**src/rtl/icache_assoc_pkg.sv**
```systemverilog
// Shared types and constants for the set-associative instruction cache.
// Geometry-dependent widths live in the modules, derived from their parameters.
package icache_assoc_pkg;

    localparam int WORD_W     = 32;
    localparam int BYTE_OFF_W = 2;

    typedef enum logic [1:0] {
        ICHECK = 2'd0,
        IFILL  = 2'd1,
        IINVAL = 2'd2
    } iastate_t;

endpackage

```
**src/rtl/icache_assoc_plru_tree.sv**
```systemverilog
// Tree pseudo-LRU for one set: given its bits and the way just used, return the
// bits pointing away from that way plus the way the current bits nominate as victim.
module plru_tree #(
    parameter  int WAYS   = 2,
    localparam int WAY_W  = (WAYS > 1) ? $clog2(WAYS) : 1,
    localparam int PLRU_W = (WAYS > 1) ? WAYS - 1 : 1
) (
    input  logic [PLRU_W-1:0] bits_in,
    input  logic [WAY_W-1:0]  acc_way,
    output logic [PLRU_W-1:0] bits_out,
    output logic [WAY_W-1:0]  victim
);

    generate
        if (WAYS == 4) begin : g_four
            // bit0 is the root (0: pair {0,1}, 1: pair {2,3}); bit1/bit2 choose inside a pair
            always_comb begin
                bits_out    = bits_in;
                bits_out[0] = ~acc_way[1];
                if (acc_way[1])
                    bits_out[2] = ~acc_way[0];
                else
                    bits_out[1] = ~acc_way[0];
                victim = bits_in[0] ? {1'b1, bits_in[2]} : {1'b0, bits_in[1]};
            end
        end else if (WAYS == 2) begin : g_two
            assign bits_out = ~acc_way;
            assign victim   = bits_in;
        end else begin : g_one
            logic unused_in;
            assign unused_in = ^{bits_in, acc_way};
            assign bits_out  = '0;
            assign victim    = '0;
        end
    endgenerate

endmodule

```
**src/rtl/icache_assoc.sv**
```systemverilog
// Read-only set-associative instruction cache with register storage, tree PLRU,
// whole-cache invalidate sweep and saturating hit/miss counters.
module icache_assoc
    import icache_assoc_pkg::*;
#(
    parameter int SETS     = 8,
    parameter int WAYS     = 2,
    parameter int BLKWORDS = 2
) (
    input  logic        CLK,
    input  logic        RST,
    input  logic        imemREN,
    input  logic [31:0] imemaddr,
    output logic        ihit,
    output logic [31:0] imemload,
    input  logic        inv,
    output logic        inv_busy,
    output logic        iREN,
    output logic [31:0] iaddr,
    input  logic        iwait,
    input  logic [31:0] iload,
    output logic [31:0] hit_cnt,
    output logic [31:0] miss_cnt
);

    localparam int OFF_W  = $clog2(BLKWORDS);
    localparam int IDX_W  = $clog2(SETS);
    localparam int TAG_W  = WORD_W - BYTE_OFF_W - OFF_W - IDX_W;
    localparam int CNT_W  = (BLKWORDS > 1) ? OFF_W : 1;
    localparam int WAY_W  = (WAYS > 1) ? $clog2(WAYS) : 1;
    localparam int PLRU_W = (WAYS > 1) ? WAYS - 1 : 1;

    iastate_t state;

    logic [SETS-1:0][WAYS-1:0]                          valid;
    logic [SETS-1:0][WAYS-1:0][TAG_W-1:0]               tags;
    logic [SETS-1:0][WAYS-1:0][BLKWORDS-1:0][WORD_W-1:0] data;
    logic [SETS-1:0][PLRU_W-1:0]                        plru;

    logic [TAG_W-1:0] fill_tag;
    logic [IDX_W-1:0] fill_idx;
    logic [WAY_W-1:0] fill_way;
    logic [CNT_W-1:0] cnt;
    logic [IDX_W-1:0] inv_idx;
    logic             inv_pend;

    logic [TAG_W-1:0] req_tag;
    logic [IDX_W-1:0] req_idx;
    logic [CNT_W-1:0] req_off;
    logic [31:0]      fill_addr;
    logic             unused_byte;

    assign req_tag     = imemaddr[31 -: TAG_W];
    assign req_idx     = imemaddr[BYTE_OFF_W + OFF_W +: IDX_W];
    assign unused_byte = ^imemaddr[BYTE_OFF_W-1:0];

    generate
        if (BLKWORDS > 1) begin : g_multi
            assign req_off   = imemaddr[BYTE_OFF_W +: OFF_W];
            assign fill_addr = {fill_tag, fill_idx, cnt, {BYTE_OFF_W{1'b0}}};
        end else begin : g_single
            assign req_off   = '0;
            assign fill_addr = {fill_tag, fill_idx, {BYTE_OFF_W{1'b0}}};
        end
    endgenerate

    // Lookup: a pending invalidate turns the ICHECK cycle into a pure transition.
    logic [WAYS-1:0]  match;
    logic [WAY_W-1:0] hit_way;
    logic             lookup, miss, last_word;

    for (genvar w = 0; w < WAYS; w++) begin : g_match
        assign match[w] = valid[req_idx][w] && (tags[req_idx][w] == req_tag);
    end

    always_comb begin
        hit_way = '0;
        for (int w = WAYS - 1; w >= 0; w--)
            if (match[w]) hit_way = WAY_W'(w);
    end

    assign lookup    = (state == ICHECK) && !inv_pend && imemREN;
    assign ihit      = lookup && (|match);
    assign miss      = lookup && !(|match);
    assign imemload  = ihit ? data[req_idx][hit_way][req_off] : '0;
    assign iREN      = (state == IFILL);
    assign iaddr     = iREN ? fill_addr : '0;
    assign inv_busy  = inv_pend || (state == IINVAL);
    assign last_word = (cnt == CNT_W'(BLKWORDS - 1));

    // One PLRU evaluator, shared: hit update in ICHECK, fill completion in IFILL.
    logic [IDX_W-1:0]  plru_idx;
    logic [WAY_W-1:0]  acc_way, plru_victim, victim;
    logic [PLRU_W-1:0] plru_next;

    assign plru_idx = (state == IFILL) ? fill_idx : req_idx;
    assign acc_way  = (state == IFILL) ? fill_way : hit_way;

    plru_tree #(.WAYS(WAYS)) u_plru (
        .bits_in  (plru[plru_idx]),
        .acc_way  (acc_way),
        .bits_out (plru_next),
        .victim   (plru_victim)
    );

    always_comb begin
        victim = plru_victim;
        for (int w = WAYS - 1; w >= 0; w--)
            if (!valid[req_idx][w]) victim = WAY_W'(w);
    end

    always_ff @(posedge CLK or posedge RST) begin
        if (RST) begin
            state    <= ICHECK;
            valid    <= '0;
            plru     <= '0;
            hit_cnt  <= '0;
            miss_cnt <= '0;
            cnt      <= '0;
            inv_pend <= 1'b0;
            inv_idx  <= '0;
            fill_tag <= '0;
            fill_idx <= '0;
            fill_way <= '0;
        end else begin
            if (inv) inv_pend <= 1'b1;
            case (state)
                ICHECK: begin
                    if (inv_pend) begin
                        // pending is consumed here; a pulse during the sweep re-arms it
                        inv_pend <= inv;
                        inv_idx  <= '0;
                        state    <= IINVAL;
                    end else if (ihit) begin
                        plru[req_idx] <= plru_next;
                        if (hit_cnt != '1) hit_cnt <= hit_cnt + 32'd1;
                    end else if (miss) begin
                        fill_tag <= req_tag;
                        fill_idx <= req_idx;
                        fill_way <= victim;
                        cnt      <= '0;
                        state    <= IFILL;
                        if (miss_cnt != '1) miss_cnt <= miss_cnt + 32'd1;
                    end
                end
                IFILL: begin
                    if (!iwait) begin
                        valid[fill_idx][fill_way] <= 1'b0;
                        if (last_word) begin
                            valid[fill_idx][fill_way] <= 1'b1;
                            plru[fill_idx]            <= plru_next;
                            cnt                       <= '0;
                            state                     <= ICHECK;
                        end else begin
                            cnt <= cnt + CNT_W'(1);
                        end
                    end
                end
                IINVAL: begin
                    valid[inv_idx] <= '0;
                    plru[inv_idx]  <= '0;
                    if (inv_idx == IDX_W'(SETS - 1))
                        state <= ICHECK;
                    else
                        inv_idx <= inv_idx + IDX_W'(1);
                end
                default: state <= ICHECK;
            endcase
        end
    end

    // Payload storage needs no reset: nothing is read until its valid bit is set.
    always_ff @(posedge CLK) begin
        if (state == IFILL && !iwait) begin
            data[fill_idx][fill_way][cnt] <= iload;
            if (last_word) tags[fill_idx][fill_way] <= fill_tag;
        end
    end

endmodule

```
**config.mk**
```make
export PLATFORM = sky130hd
export DESIGN_NAME = icache_assoc
export DESIGN_NICKNAME = d
export VERILOG_FILES = /design/src/rtl/icache_assoc_pkg.sv /design/src/rtl/icache_assoc_plru_tree.sv /design/src/rtl/icache_assoc.sv
export SDC_FILE = /design/constraint.sdc
export NUM_CORES = 2
export LEC_CHECK = 0
export ABC_AREA = 1
export CORE_MARGIN = 10
export CORE_UTILIZATION = 35
export CTS_CLUSTER_DIAMETER = 100
export CTS_CLUSTER_SIZE = 8
export DETAILED_ROUTE_END_ITERATION = 6
export GPL_TIMING_DRIVEN = 0
export PLACE_DENSITY_LB_ADDON = 0.05
export SYNTH_ARGS = -nofsm -noshare
export SYNTH_HDL_FRONTEND = slang
export SYNTH_SLANG_ARGS = --single-unit
```
**constraint.sdc**
```tcl
create_clock -name CLK -period 4 [get_ports CLK]
set_input_delay 0.6 -clock CLK [delete_from_list [all_inputs] [get_ports CLK]]
set_output_delay 0.6 -clock CLK [all_outputs]
set_load 0.02 [all_outputs]
```
; Yosys cells after proc, flatten, opt, wreduce, memory -nomap -nowiden
; Index checks and enable logic that the tools add are counted.
; Widths: inputs -> output; s select.
[classes]
addsub = 4
n_lt_le_gt_ge = 13
n_eq_ne = 18
n_mux = 73
bitwise_logic = 10
reduce_logical = 31
[ops]
columns = op, n
row1 = $bwmux 1024, 1
row2 = $bwmux 416, 1
row3 = $bmux 128 s3, 1
row4 = $demux 128 s3, 1
row5 = $mux 128, 2
row6 = $mux 64, 3
row7 = $mux 32, 5
row8 = $bmux 52 s3, 1
row9 = $demux 52 s3, 1
row10 = $mux 52, 2
row11 = $add 32x1->32 const B, 2
row12 = $demux 64 s1, 1
row13 = $ne 32x32->1 const B, 2
row14 = $eq 26x26->1, 2
row15 = $and 16x16->16, 2
row16 = $demux 32 s1, 1
row17 = $mux 16, 2
row18 = $mux 8, 4
row19 = $not 16->16, 2
row20 = $pmux 16 s2, 1
row21 = $demux 26 s1, 1
row22 = $mux 26, 1
row23 = $pmux 8 s3, 1
row24 = $reduce_and 5->1, 4
row25 = 38 further kinds, 105
[word_totals]
ff_bits = 1565
out_inout_bits = 131

; Logic depth before layout (Yosys ltp)
[logic_depth]
ltp_word = 12
mapped_depth = 25
depth_no_buf = 22

; By module
; Synthesis repeated with hierarchy kept, for this count alone.
[unflattened]
hier_cells = 5234
area_unflattened_um2 = 63607.3
[modules_own_cells]
columns = module, instances, cells_each, area_per_inst_um2, seq_area_each_um2
row1 = icache_assoc, 1, 5232, 63596.0, 46369.5
row2 = plru_tree, 1, 2, 11.3, 0.0

; Worst setup path after synthesis
; OpenSTA, ideal clock, no wires.
[synth_timing]
path_type = in2out
startpoint = input imemaddr[3]
endpoint = output imemload[9]
arrival_ps = 2850
path_slack_ps = 550
path_stages = 18
path_cell_list = buf_4 buf_2 buf_2 or2_1 o211ai_1 nand2_1 nor2_1 nand2_1 nand2_1 nand2_1 nor2_1 nand2_1 nor2_4 nand2_2 buf_2 nand2_1 nand3_1 a21oi_1
[synth_between]
elab_chain_len = 11
elab_cells_between_ends = 19
cone_classes = eq/ne (2) / mux (13) / reduce/logical (4)
[synth_rtl]
columns = element, line
row1 = "start, declared", icache_assoc.sv:13  ; input logic [31:0] imemaddr,
row2 = $bmux 52 s3, icache_assoc.sv:73  ; assign match[w] = valid[req_idx][w] && (tags[req_idx][w] == req_tag);
row3 = $mux 52 (implied by the code), icache_assoc.sv:73
row4 = $eq 26x26->1, icache_assoc.sv:73
row5 = $logic_and 1x1->1, icache_assoc.sv:73
row6 = $mux 1 (2 in a row), icache_assoc.sv:79  ; if (match[w]) hit_way = WAY_W'(w);
row7 = $mux 64 (implied by the code) (2 in a row), icache_assoc.sv:85  ; assign imemload = ihit ? data[req_idx][hit_way][req_off] : '0;
row8 = $mux 32 (implied by the code) (2 in a row), icache_assoc.sv:85
row9 = $mux 32 *, icache_assoc.sv:85
row10 = "end, declared", icache_assoc.sv:15  ; output logic [31:0] imemload,
; Mark *: on every way between the ends. The rest lies on a longest branch, timed or not. The select of a mux whose other input is x is not followed.

; Worst setup path after layout
[layout_timing]
startpoint = input imemaddr[2]
endpoint = output imemload[31]
[layout_between]
elab_chain_len = 3
[layout_rtl]
columns = element, line
row1 = $mux 32 (implied by the code) (2 in a row), icache_assoc.sv:85
row2 = $mux 32, icache_assoc.sv:85
; Every way passes these cells. The select of a mux whose other input is x is not followed.

==> metrics.txt <==
Sequential Power Share 0.486; crit path launch type input pin; total power per unit cell area about 510 nW/um^2; H-tree depth 4; top post-synthesis cells by area edfxtp_1 68%, nand2_1 6.1%, dfrtp_1 4.9%; ant diodes 0; DRC Markers 0; Slew HR 0.02668; final hold violation count 0; Worst EP required about 3.4 ns; area of the multi-input gates 16060 sq um; Sw Ratio 0.2731; Synth Flop Type edfxtp_1; Skew-Pair Late Insertion Delay about 0.87 ns; largest net degree at the start of global routing 66; PnR worst setup slack -0.3131 ns; XOR/XNOR Fraction of Synth Area 0.007587; number of global-route vias before repair approximately 43000; area delta synth->final 25.25%; fill count between 15000 and 20000; delay-heaviest family, CP buffers and inverters; storage element area ~46000 sq um; hpwl dp between 150000 and 200000 um; max capacitance violation total 0; outcome finished with violations; CTS buffer count around 210; mux contribution to synthesized area 0; post-DR wirelength/cell roughly 32 um; post-route setup TNS -6.391 ns; Avg Cell Area, Syn ~12 sq um; RSZ-0062 raised after global routing true; WP data arrival ~3.7 ns; Async SR Flop Fraction 0.07987; Total GRT Usage 0.2557; worst-case clock buffer depth 3; routed wire length ~260000 um; # IOs 200; synthesized area 63490 sq um; worst min path class in -> async; minimum clock period 4.313 ns; crit end category output port; CTS root buf clkbuf_16; DRT antenna net count 0; initial antenna violation count 6; Hold Buf Count CTS 0; vias per cell approximately 5.5; critical path's largest stage delay about 1 ns; routed via count ~45000; Int Power between 20 and 30 mW; top-area cell type share of the netlist area 0.6810; slowest stage cell on the critical path clkbuf_1; Post-Synth Adder-Cell Area 0.001576; clock-pin slew on the worst setup and hold paths roughly 0.050 ns; Synth Register Bits 1565; Cells after Synth a little over 5000; area fraction in compound gates after synthesis 0.07502; Total Nets Final approximately 5800; Crit Path Max Fanout 10; Place WS -3.819 ns; GPL Wtd Cong approximately 0.93; final setup vio count 32; Initial Utilization 0.3517; CORE AREA about 180000 sq um; Synth Area in Simple Gates 0.1381; P_sw 11.15 mW; post-synth top area cell edfxtp_1; main combinational cell family by area after synthesis simple AND/OR/NAND/NOR gates; TritonRoute pass-1 iters 5; CP Cell Sequence clkdlybuf4s50_1 > clkbuf_1 > clkbuf_1 > nand3_2 > a21oi_4 > buf_6; fmax ~0.23 GHz; clock share of power 0.408; share of the yosys chip area belonging to registers 0.7303; fin crit share 1.078; Yosys cell types just under 50; number of synthesized flops with an enable pin between 1000 and 1500; DR iter-0 viols ~4500; Crit Path Class in -> out; TritonCTS clock tree built; Final Max Tran Viols 0; CP dominant cell by count clkbuf_1; Die Footprint slightly below 200000 sq um; share of cells above drive strength 1 0.1778; Least-Margin Pin Slew between 1 and 1.5 ns; failing checks setup timing; Die Y approximately 450 um; Bufs and invs on worst path 4; # rows about 160; Setup Skew approximately 0.055 ns; first-pass GRT wire length roughly 360000 um; Ys Warns 0; Max IR drop VDD ~460 uV; Comb pwr share 0.106; Leak between 20 and 30 nW; die span in x between 400 and 500 um; IO buf count between 150 and 200; remaining global-route overflow 0; # clock sinks roughly 1600
-- worst paths after layout --
path                              from            to  slack (ns)  cells after the start
max reg2reg                   state[1]      data[75]        0.21                      9
max in group asynchronous          RST  fill_tag[14]        2.92                      3
min in group CLK             iload[28]     data[764]        0.33                      1
min                                RST    hit_cnt[3]        0.23                      2
min reg2reg                    plru[7]       plru[7]        0.48                      2
max                        imemaddr[2]  imemload[31]       -0.31                      6
-- Yosys cell counts (5+ instances only) --
library cell,number
inv_2,8
nor4_1,43
o21a_1,5
buf_1,27
nor3_1,103
dfrtp_1,125
o21bai_1,10
o211ai_1,21
nand3b_1,8
nor2_1,368
a21oi_1,91
o22ai_1,407
nand4_1,43
xor2_1,42
edfxtp_1,1440
o221ai_1,66
buf_6,6
buf_2,111
a31oi_1,7
nand3_1,315
xnor2_1,13
or4_1,36
o22a_1,9
o21ai_0,99
nand2_1,1030
clkbuf_1,87
inv_1,484
ha_1,8
buf_4,12
or2_1,18
or2_2,32
nor2_2,11
nand2_2,7
o21ai_1,54
-- metal layers --
metal | vias up | wire, um | global-route usage
met3 | 435 | 14820 | 0.03639
met4 | 0 | 11980 | 0.1033
li1 | 19584 | - | -
met5 | - | 0 | 0
met2 | 1684 | 128800 | 0.4386
met1 | 22812 | 106300 | 0.3248
-- worst reg2reg max path, cell delays in order (launching register included) --
cell and delay [ns]:
dfrtp_1 0.42, inv_1 0.10, ha_1 0.23, inv_1 0.08, clkbuf_1 0.27, nor2_1 0.27, nand2_1 0.45, clkbuf_2 0.51
nor2_4 0.81, buf_12 0.29
-- power by group through the flow --
stage | sequential, mW | combinational [mW] | clock (mW)
6_report | 19.8 | 4.34 | 16.7
5_1_grt | 19.9 | 4.67 | 17.6
4_1_cts | 19.8 | 4.27 | 16.9
3_5_place_dp | 20.2 | 4.01 | 0
3_3_place_gp | 20.2 | 3.87 | 0
2_1_floorplan | 19.6 | 2.05 | 0
-- cells in the final DEF, fill, tap and decap left out, drive strengths merged --
| master | instances |
|---|---|
| a21oi | 92 |
| a31oi | 7 |
| and2 | 3 |
| and3 | 2 |
| buf | 335 |
| bufbuf | 1 |
| clkbuf | 348 |
| clkdlybuf4s50 | 140 |
| clkinv | 14 |
| conb | 2 |
| dfrtp | 125 |
| dlygate4sd2 | 6 |
| dlymetal6s2s | 1 |
| edfxtp | 1440 |
| ha | 8 |
| inv | 497 |
| nand2 | 1037 |
| nand2b | 1 |
| nand3 | 317 |
| nand3b | 8 |
| nand4 | 43 |
| nor2 | 382 |
| nor2b | 1 |
| nor3 | 104 |
| nor3b | 3 |
| nor4 | 43 |
| o211ai | 21 |
| o21a | 5 |
| o21ai | 153 |
| o21bai | 10 |
| o221ai | 66 |
| o22a | 9 |
| o22ai | 407 |
| o31ai | 1 |
| o32ai | 1 |
| or2 | 51 |
| or4 | 36 |
| xnor2 | 13 |
| xor2 | 42 |
-- what timing repair did --
action | 4_1_cts | 5_1_grt
gates cloned | 5 | 3
buffers inserted | 35 | 25
pin swaps | 74 | 82
resized for setup | 879 | 177
endpoints found under the setup margin | 140 | 102
-- area by class of cell --
cell class                      count  area share
Sequential cell                  1565      0.5831
Multi-Input combinational cell   2868      0.2020
Clock buffer                      264     0.06970
Timing Repair Buffer              325     0.05065
Tap cell                         2370     0.03729
Buffer                            242     0.02901
Inverter                          496     0.02360
Clock inverter                     15    0.004673
-- logic make-up after synthesis --
kind of cell	count (synthesis)
AO/OA/AOI/OAI	772
XOR/XNOR	55
adder cells (fa/ha/maj)	8
buffers and inverters	739
flip-flops	1565
other	1
AND/OR/NAND/NOR	2031
-- flip-flops by register name, indices dropped and copies added (netlist names), named ones only --
name and cells:
fill_way 1, state 2, fill_tag 26, miss_cnt 32, cnt 1, tags 416
inv_idx 3, hit_cnt 32, data 1024, fill_idx 3, plru 8, inv_pend 1
-- per-stage QoR --
stage	util	power [mW]	cells	instance area (sq um)	hold slack (ns)
4_1_cts	0.4354	41.06	8117	78610	0.2089
6_report	0.4405	40.85	8145	79530	0.2308
2_1_floorplan	-	21.69	5172	63500	0.4488
5_1_grt	0.4405	42.15	8145	79530	0.2552
3_5_place_dp	0.3879	24.17	7798	70040	0.4762
3_3_place_gp	0.3788	24.04	7735	68390	0.4695
No activity file was read; power rests on OpenSTA's default activity.
